`src/rtl/sp_wb_arb.sv`:
```
// Round-robin two-master arbiter for the SP's byte-wide Wishbone bus. The grant is
// locked for a whole cyc tenure, and a per-transfer watchdog aborts hung slave cycles.
module sp_wb_arb #(
    parameter int TIMEOUT = 255
) (
    input  logic        clk,
    input  logic        reset,

    input  logic [0:23] m0_adr_i,
    input  logic [0:7]  m0_dat_i,
    output logic [0:7]  m0_dat_o,
    input  logic        m0_we_i,
    input  logic [0:0]  m0_sel_i,
    input  logic        m0_stb_i,
    input  logic        m0_cyc_i,
    output logic        m0_ack_o,
    output logic        m0_err_o,

    input  logic [0:23] m1_adr_i,
    input  logic [0:7]  m1_dat_i,
    output logic [0:7]  m1_dat_o,
    input  logic        m1_we_i,
    input  logic [0:0]  m1_sel_i,
    input  logic        m1_stb_i,
    input  logic        m1_cyc_i,
    output logic        m1_ack_o,
    output logic        m1_err_o,

    output logic [0:23] wb_adr_o,
    output logic [0:7]  wb_dat_o,
    input  logic [0:7]  wb_dat_i,
    output logic        wb_we_o,
    output logic [0:0]  wb_sel_o,
    output logic        wb_stb_o,
    output logic        wb_cyc_o,
    input  logic        wb_ack_i,
    output logic        timeout_o
);

    typedef enum logic [1:0] {IDLE, GNT0, GNT1} state_t;

    localparam logic [7:0] WD_LAST = 8'(TIMEOUT - 1);

    state_t     state;
    logic       last;   // most recent winner; 1 after reset so master 0 wins first
    logic [7:0] wd;
    logic       abort;  // high during the single abort cycle

    logic gnt0;
    logic gnt1;
    logic stalled;

    assign gnt0    = (state == GNT0);
    assign gnt1    = (state == GNT1);
    assign stalled = wb_stb_o && !wb_ack_i;

    // NOTE: all state is updated with non-blocking assignments so every register
    // samples the pre-edge values of its neighbours.
    always_ff @(posedge clk) begin
        if (reset) begin
            state <= IDLE;
            last  <= 1'b1;
            wd    <= 8'd0;
            abort <= 1'b0;
        end else begin
            abort <= stalled && (wd == WD_LAST);

            if (stalled) wd <= wd + 8'd1;
            else         wd <= 8'd0;

            case (state)
                IDLE: begin
                    if (m0_cyc_i && m1_cyc_i) begin
                        if (last) begin
                            state <= GNT0;
                            last  <= 1'b0;
                        end else begin
                            state <= GNT1;
                            last  <= 1'b1;
                        end
                    end else if (m0_cyc_i) begin
                        state <= GNT0;
                        last  <= 1'b0;
                    end else if (m1_cyc_i) begin
                        state <= GNT1;
                        last  <= 1'b1;
                    end
                end
                GNT0:    if (!m0_cyc_i) state <= IDLE;
                GNT1:    if (!m1_cyc_i) state <= IDLE;
                default: state <= IDLE;
            endcase
        end
    end

    // Idle bus parks on master 0's address/data so the slave sees stable values.
    assign wb_adr_o = gnt1 ? m1_adr_i : m0_adr_i;
    assign wb_dat_o = gnt1 ? m1_dat_i : m0_dat_i;
    assign wb_we_o  = gnt1 ? m1_we_i  : m0_we_i;
    assign wb_sel_o = gnt1 ? m1_sel_i : m0_sel_i;

    assign wb_cyc_o = (gnt0 && m0_cyc_i) || (gnt1 && m1_cyc_i);
    assign wb_stb_o = !abort && ((gnt0 && m0_cyc_i && m0_stb_i) ||
                                 (gnt1 && m1_cyc_i && m1_stb_i));

    assign m0_dat_o = wb_dat_i;
    assign m1_dat_o = wb_dat_i;

    // The strobe is dropped in the abort cycle, so a late ack there never passes through.
    assign m0_ack_o = wb_ack_i && gnt0 && wb_stb_o;
    assign m1_ack_o = wb_ack_i && gnt1 && wb_stb_o;
    assign m0_err_o = abort && gnt0;
    assign m1_err_o = abort && gnt1;

    assign timeout_o = abort;

endmodule
```
`config.mk`:
```
export PLATFORM = sky130hd
export DESIGN_NAME = sp_wb_arb
export DESIGN_NICKNAME = d
export VERILOG_FILES = /design/src/rtl/sp_wb_arb.sv
export SDC_FILE = /design/constraint.sdc
export NUM_CORES = 1
export LEC_CHECK = 0
export CAP_MARGIN = 30
export CORE_UTILIZATION = 28
export CTS_BUF_LIST = sky130_fd_sc_hd__clkbuf_16
export DETAILED_ROUTE_END_ITERATION = 7
export PLACE_DENSITY_LB_ADDON = 0.25
export SLEW_MARGIN = 10
export SYNTH_ARGS = -nofsm -noshare
export SYNTH_HDL_FRONTEND = slang
export SYNTH_SLANG_ARGS = --single-unit
```
`constraint.sdc`:
```
create_clock -name clk -period 3.5 [get_ports clk]
set_clock_uncertainty 0.15 [all_clocks]
set_input_delay 0.35 -clock clk [delete_from_list [all_inputs] [get_ports clk]]
set_output_delay 0.35 -clock clk [all_outputs]
set_load 0.005 [all_outputs]
```
# Word-level counts from Yosys, hierarchy flattened
# Index checks and enable logic that the tools add are counted.
[totals]
regBits = 12
latchBits = 0
ram_bits = 0
rom_bits = 0
input_bits = 83
n_memories = 0
[classes]
n_addsub = 1
mul = 0
div = 0
magnitude_cmp = 0
n_eq_ne = 6
shift = 0
n_mux = 15
n_bitwise = 1
reduce_logical = 23
[op_table]
columns = ["op", "count"]
rows = [
  ["$mux 24", 1],
  ["$logic_and 1x1->1", 14],
  ["$mux 2", 6],
  ["$add 8x1->8 const B", 1],
  ["$eq 8x8->1 const B", 1],
  ["$mux 8", 1],
  ["$mux 1", 6],
  ["$pmux 2 s3", 1],
  ["$ne 2x2->1 const B", 2],
  ["$ne 4x4->1 const B", 1],
  ["$reduce_and 3->1", 1],
  ["$reduce_bool 3->1", 1],
  ["$eq 2x1->1 const B", 1],
  ["$eq 2x2->1 const B", 1],
  ["$logic_not 1->1", 2],
  ["$logic_not 2->1", 1],
  ["$logic_or 1x1->1", 2],
  ["$reduce_and 2->1", 1],
  ["$reduce_or 2->1", 1],
  ["$not 1->1", 1],
]

# Depth between registers and ports, before layout
[logic_depth]
ltp_word = 8
ltp_mapped = 4
ltp_nobuf = 4

# Worst setup path before layout
# No wires, ideal clock.
[synth_path]
path_kind = "reg2out"
startpoint = "register state[0]"
endpoint = "output port wb_adr_o[10] in the netlist's numbering"
arrival_ps = 1216
t_required_ps = 3000
path_slack_ps = 1784
path_stages_with_launch = 5
n_path_buf = 2
path_cell_list = "dfxtp_1 > nand2b_1 > buf_2 > buf_2 > mux2_2"
[synth_via]
elab_chain_cells = 2
[synth_lines]
columns = ["element", "line_no", "source"]
rows = [
  ["from (decl)", "44", "state_t state;"],
  ["from (signal assigned)", "61", "state <= IDLE;"],
  ["from (signal assigned)", "75", "state <= GNT0;"],
  ["from (signal assigned)", "78", "state <= GNT1;"],
  ["$eq 2x2->1", "54", "assign gnt1 = (state == GNT1);"],
  ["$mux 24", "97", "assign wb_adr_o = gnt1 ? m1_adr_i : m0_adr_i;"],
  ["to (decl)", "29", "output logic [0:23] wb_adr_o,"],
]
# No other way between the ends.

# Worst setup path in the final report
[layout_path]
startpoint = "register state[0]"
endpoint = "output port wb_adr_o[20] in the netlist's numbering"
# Same word-level chain as after synthesis.

==> flow_metrics.env <==
export IMPL_dp_final_hpwl_mm=3.29
export IMPL_clock_sinks=12
export IMPL_mostFrequentLayoutCells="115 x sky130_fd_sc_hd__clkdlybuf4s50_1, 34 x sky130_fd_sc_hd__mux2_2, 12 x sky130_fd_sc_hd__dfxtp_1"
export IMPL_groute_usage_overall_pct=18.6
export IMPL_syn_mean_instance_area_sq_um=9.35
export IMPL_place_congestion=0.827
export IMPL_final_min_clock_period_ns=2.57
export IMPL_clock_latency_ns=0.23
export IMPL_cp_top_family="buffers and inverters"
export IMPL_max_cap_violations=0
export IMPL_post_route_cells_drive_above_1_share_pct=18.1
export IMPL_crit_path_buf_inv_count=2
export IMPL_yosys_cell_types_count=27
export IMPL_worst_slew_pin_transition_ns=0.432
export IMPL_tritoncts="done"
export IMPL_insertedDiodeCount=0
export IMPL_worstPathMaxFanout=34
export IMPL_syn_num_nets=201
export IMPL_p_leak_nw=0.830
export IMPL_placementRows=22
export IMPL_cts_root_buf="sky130_fd_sc_hd__clkbuf_16"
export IMPL_report_final_slew_viol_count=0
export IMPL_critPathRequiredTime_ns=3.00
export IMPL_number_of_antenna_violations_at_the_first_check_in_global_routing=0
export IMPL_io_pins=140
export IMPL_final_critical_path_setup_slack_ns=0.931
export IMPL_finalHoldViolCount=0
export IMPL_floorplan_die_area_sq_um=4130
export IMPL_start_util_pct=29.4
export IMPL_cts_clk_slew_worst_paths_ns=0.04
export IMPL_portBuffers=115
export IMPL_critical_path_slowest_cell="sky130_fd_sc_hd__clkdlybuf4s50_1"
export IMPL_post_synth_inst_count=116
export IMPL_vias=1235
export IMPL_clockBufferDepth=2
export IMPL_ir_worst_vdd_uv=290
export IMPL_first_global_vias=1218
export IMPL_fp_coreArea_sq_um=3690
export IMPL_worst_min_path_class="reg -> reg"
export IMPL_final_period_utilization_pct=73.4
export IMPL_most_used_dff_post_synth="sky130_fd_sc_hd__dfxtp_1"
export IMPL_asyncSetResetFlopFracSynth_pct=0
export IMPL_mappedNetlistArea_sq_um=1080
export IMPL_holdBufCountCts=0
export IMPL_route_detailed_vias_per_inst=4.70
export IMPL_crit_type="reg -> out"
export IMPL_outcome="finished clean"
export IMPL_setup_tns_final_ns=0
export IMPL_grt_start_max_net_pins=35
export IMPL_first_iter_violations=23
export IMPL_number_of_cts_inserted_buffers=3
export IMPL_grt_setup_unrepaired="false"
export IMPL_grt_overflow_total=0
export IMPL_cts_htree_levels=1
export IMPL_worstSetupEndpointType="output pin"
export IMPL_power_density_nw_per_um2=250
export IMPL_cts_resized=0
export IMPL_detail_route_wl_per_cell_um=15.6
export IMPL_timing_critical_path_arrival_ns=2.07
export IMPL_flow_area_growth_from_synthesis_pct=106
export IMPL_synth_sequential_area_ratio_pct=22.1
export IMPL_post_cts_repair_setup_buffers=0
export IMPL_detail_route_first_pass_iterations=2
export IMPL_route_final_wire_length_mm=4.10
export IMPL_post_synth_edffs=0
export IMPL_post_route_drc_count=0
export IMPL_synth_seq_cells=12
export IMPL_synth_yosys_warnings=0
export IMPL_worst_setup_path_start_kind="flip-flop"
export IMPL_worst_slew_margin_rel_pct=71.2
export IMPL_place_worst_setup_slack_ns=1.03
export IMPL_antenna_left=0
export IMPL_die_height_um=64.2
export IMPL_die_w_um=64.2
export IMPL_grt_pass1_wl_mm=6.00
export IMPL_critical_path_cell_chain="nand2b_1 -> buf_4 -> mux2_2 -> clkdlybuf4s50_1"
export IMPL_mostFrequentLayoutCell="sky130_fd_sc_hd__clkdlybuf4s50_1"
export IMPL_achievable_freq_mhz=389
export IMPL_nets=301
export IMPL_slowest_delay_ns=0.47
export IMPL_finalSetupViolations=0
## state kept, by name, indices dropped and copies added, names as in the netlist
name and flops:
wd 8, state 2, last 1, timeout_o 1
## path summary, 6_finish.rpt
check | end | from | cells after the start | slack (ns)
setup / recovery | wb_adr_o[20] | state[0] | 4 | 0.93
hold / removal | wd[0] | wd[0] | 1 | 0.33
setup reg to reg | timeout_o | state[0] | 3 | 1.77
hold reg to reg | wd[0] | wd[0] | 1 | 0.33
## cells in the mapped netlist (2+ instances only)
| library cell | number | share of area [%] |
|---|---|---|
| sky130_fd_sc_hd__mux2_2 | 34 | 35 |
| sky130_fd_sc_hd__buf_4 | 16 | 11 |
| sky130_fd_sc_hd__dfxtp_1 | 12 | 22 |
| sky130_fd_sc_hd__nor2_1 | 7 | 2.4 |
| sky130_fd_sc_hd__a21oi_1 | 4 | 1.8 |
| sky130_fd_sc_hd__buf_2 | 4 | 1.8 |
| sky130_fd_sc_hd__nand2_1 | 4 | 1.4 |
| sky130_fd_sc_hd__nand3_1 | 4 | 1.8 |
| sky130_fd_sc_hd__o21ai_0 | 4 | 1.8 |
| sky130_fd_sc_hd__inv_1 | 3 | 1.0 |
| sky130_fd_sc_hd__nand2b_1 | 3 | 1.7 |
| sky130_fd_sc_hd__and3_1 | 2 | 1.2 |
| sky130_fd_sc_hd__ha_1 | 2 | 2.3 |
| sky130_fd_sc_hd__nand4b_1 | 2 | 1.6 |
| sky130_fd_sc_hd__or3_1 | 2 | 1.2 |
| sky130_fd_sc_hd__xor2_1 | 2 | 1.6 |
## layer usage
metal / global-route usage, % / up-vias / wire length [um]
met4: 4.44 / 0 / 45
met3: 5.18 / 4 / 329
met1: 19.9 / 578 / 1620
met5: 0 / - / 0
met2: 35.5 / 52 / 2100
li1: - / 601 / -
## power breakdown
part,internal [mW],switching (mW),leakage [nW]
Sequential,0.140,0.00384,0.0973
Combinational,0.157,0.0529,0.694
Clock,0.150,0.0530,0.0385
## metrics by stage
step           hold WS [ns]  power, mW  utilization [%]  instances  area (sq um)
2_1_floorplan         0.278      0.217                -        116          1080
3_3_place_gp          0.312      0.352             58.3        259          2150
3_5_place_dp          0.314      0.356             58.3        259          2150
4_1_cts               0.329      0.561             60.5        263          2230
5_1_grt               0.368      0.581             60.5        263          2230
6_report              0.326      0.557             60.5        263          2230
## cells by family (layout without fill, tap and decap cells)
group / Yosys count / count (layout) / synth area share, %
DFF: 12 / 12 / 22.1
buffers and inverters: 24 / 123 / 15.0
adders and majority gates: 2 / 2 / 2.31
xor gates and xnor gates: 3 / 3 / 2.42
AOI/OAI and AO/OA: 12 / 12 / 7.04
muxes: 34 / 34 / 35.3
and+or+nand+nor: 29 / 29 / 15.8
## cell type report
class | instances | area [sq um]
clock inverters | 1 | 3.75
multi-input cells | 80 | 682
inverters | 3 | 11.3
well taps | 48 | 60.1
fillers | 332 | 1460
repair buffers | 116 | 1160
clock buffers | 3 | 75.1
flip-flops and latches | 12 | 240
Power figures use the tool's default switching activity.
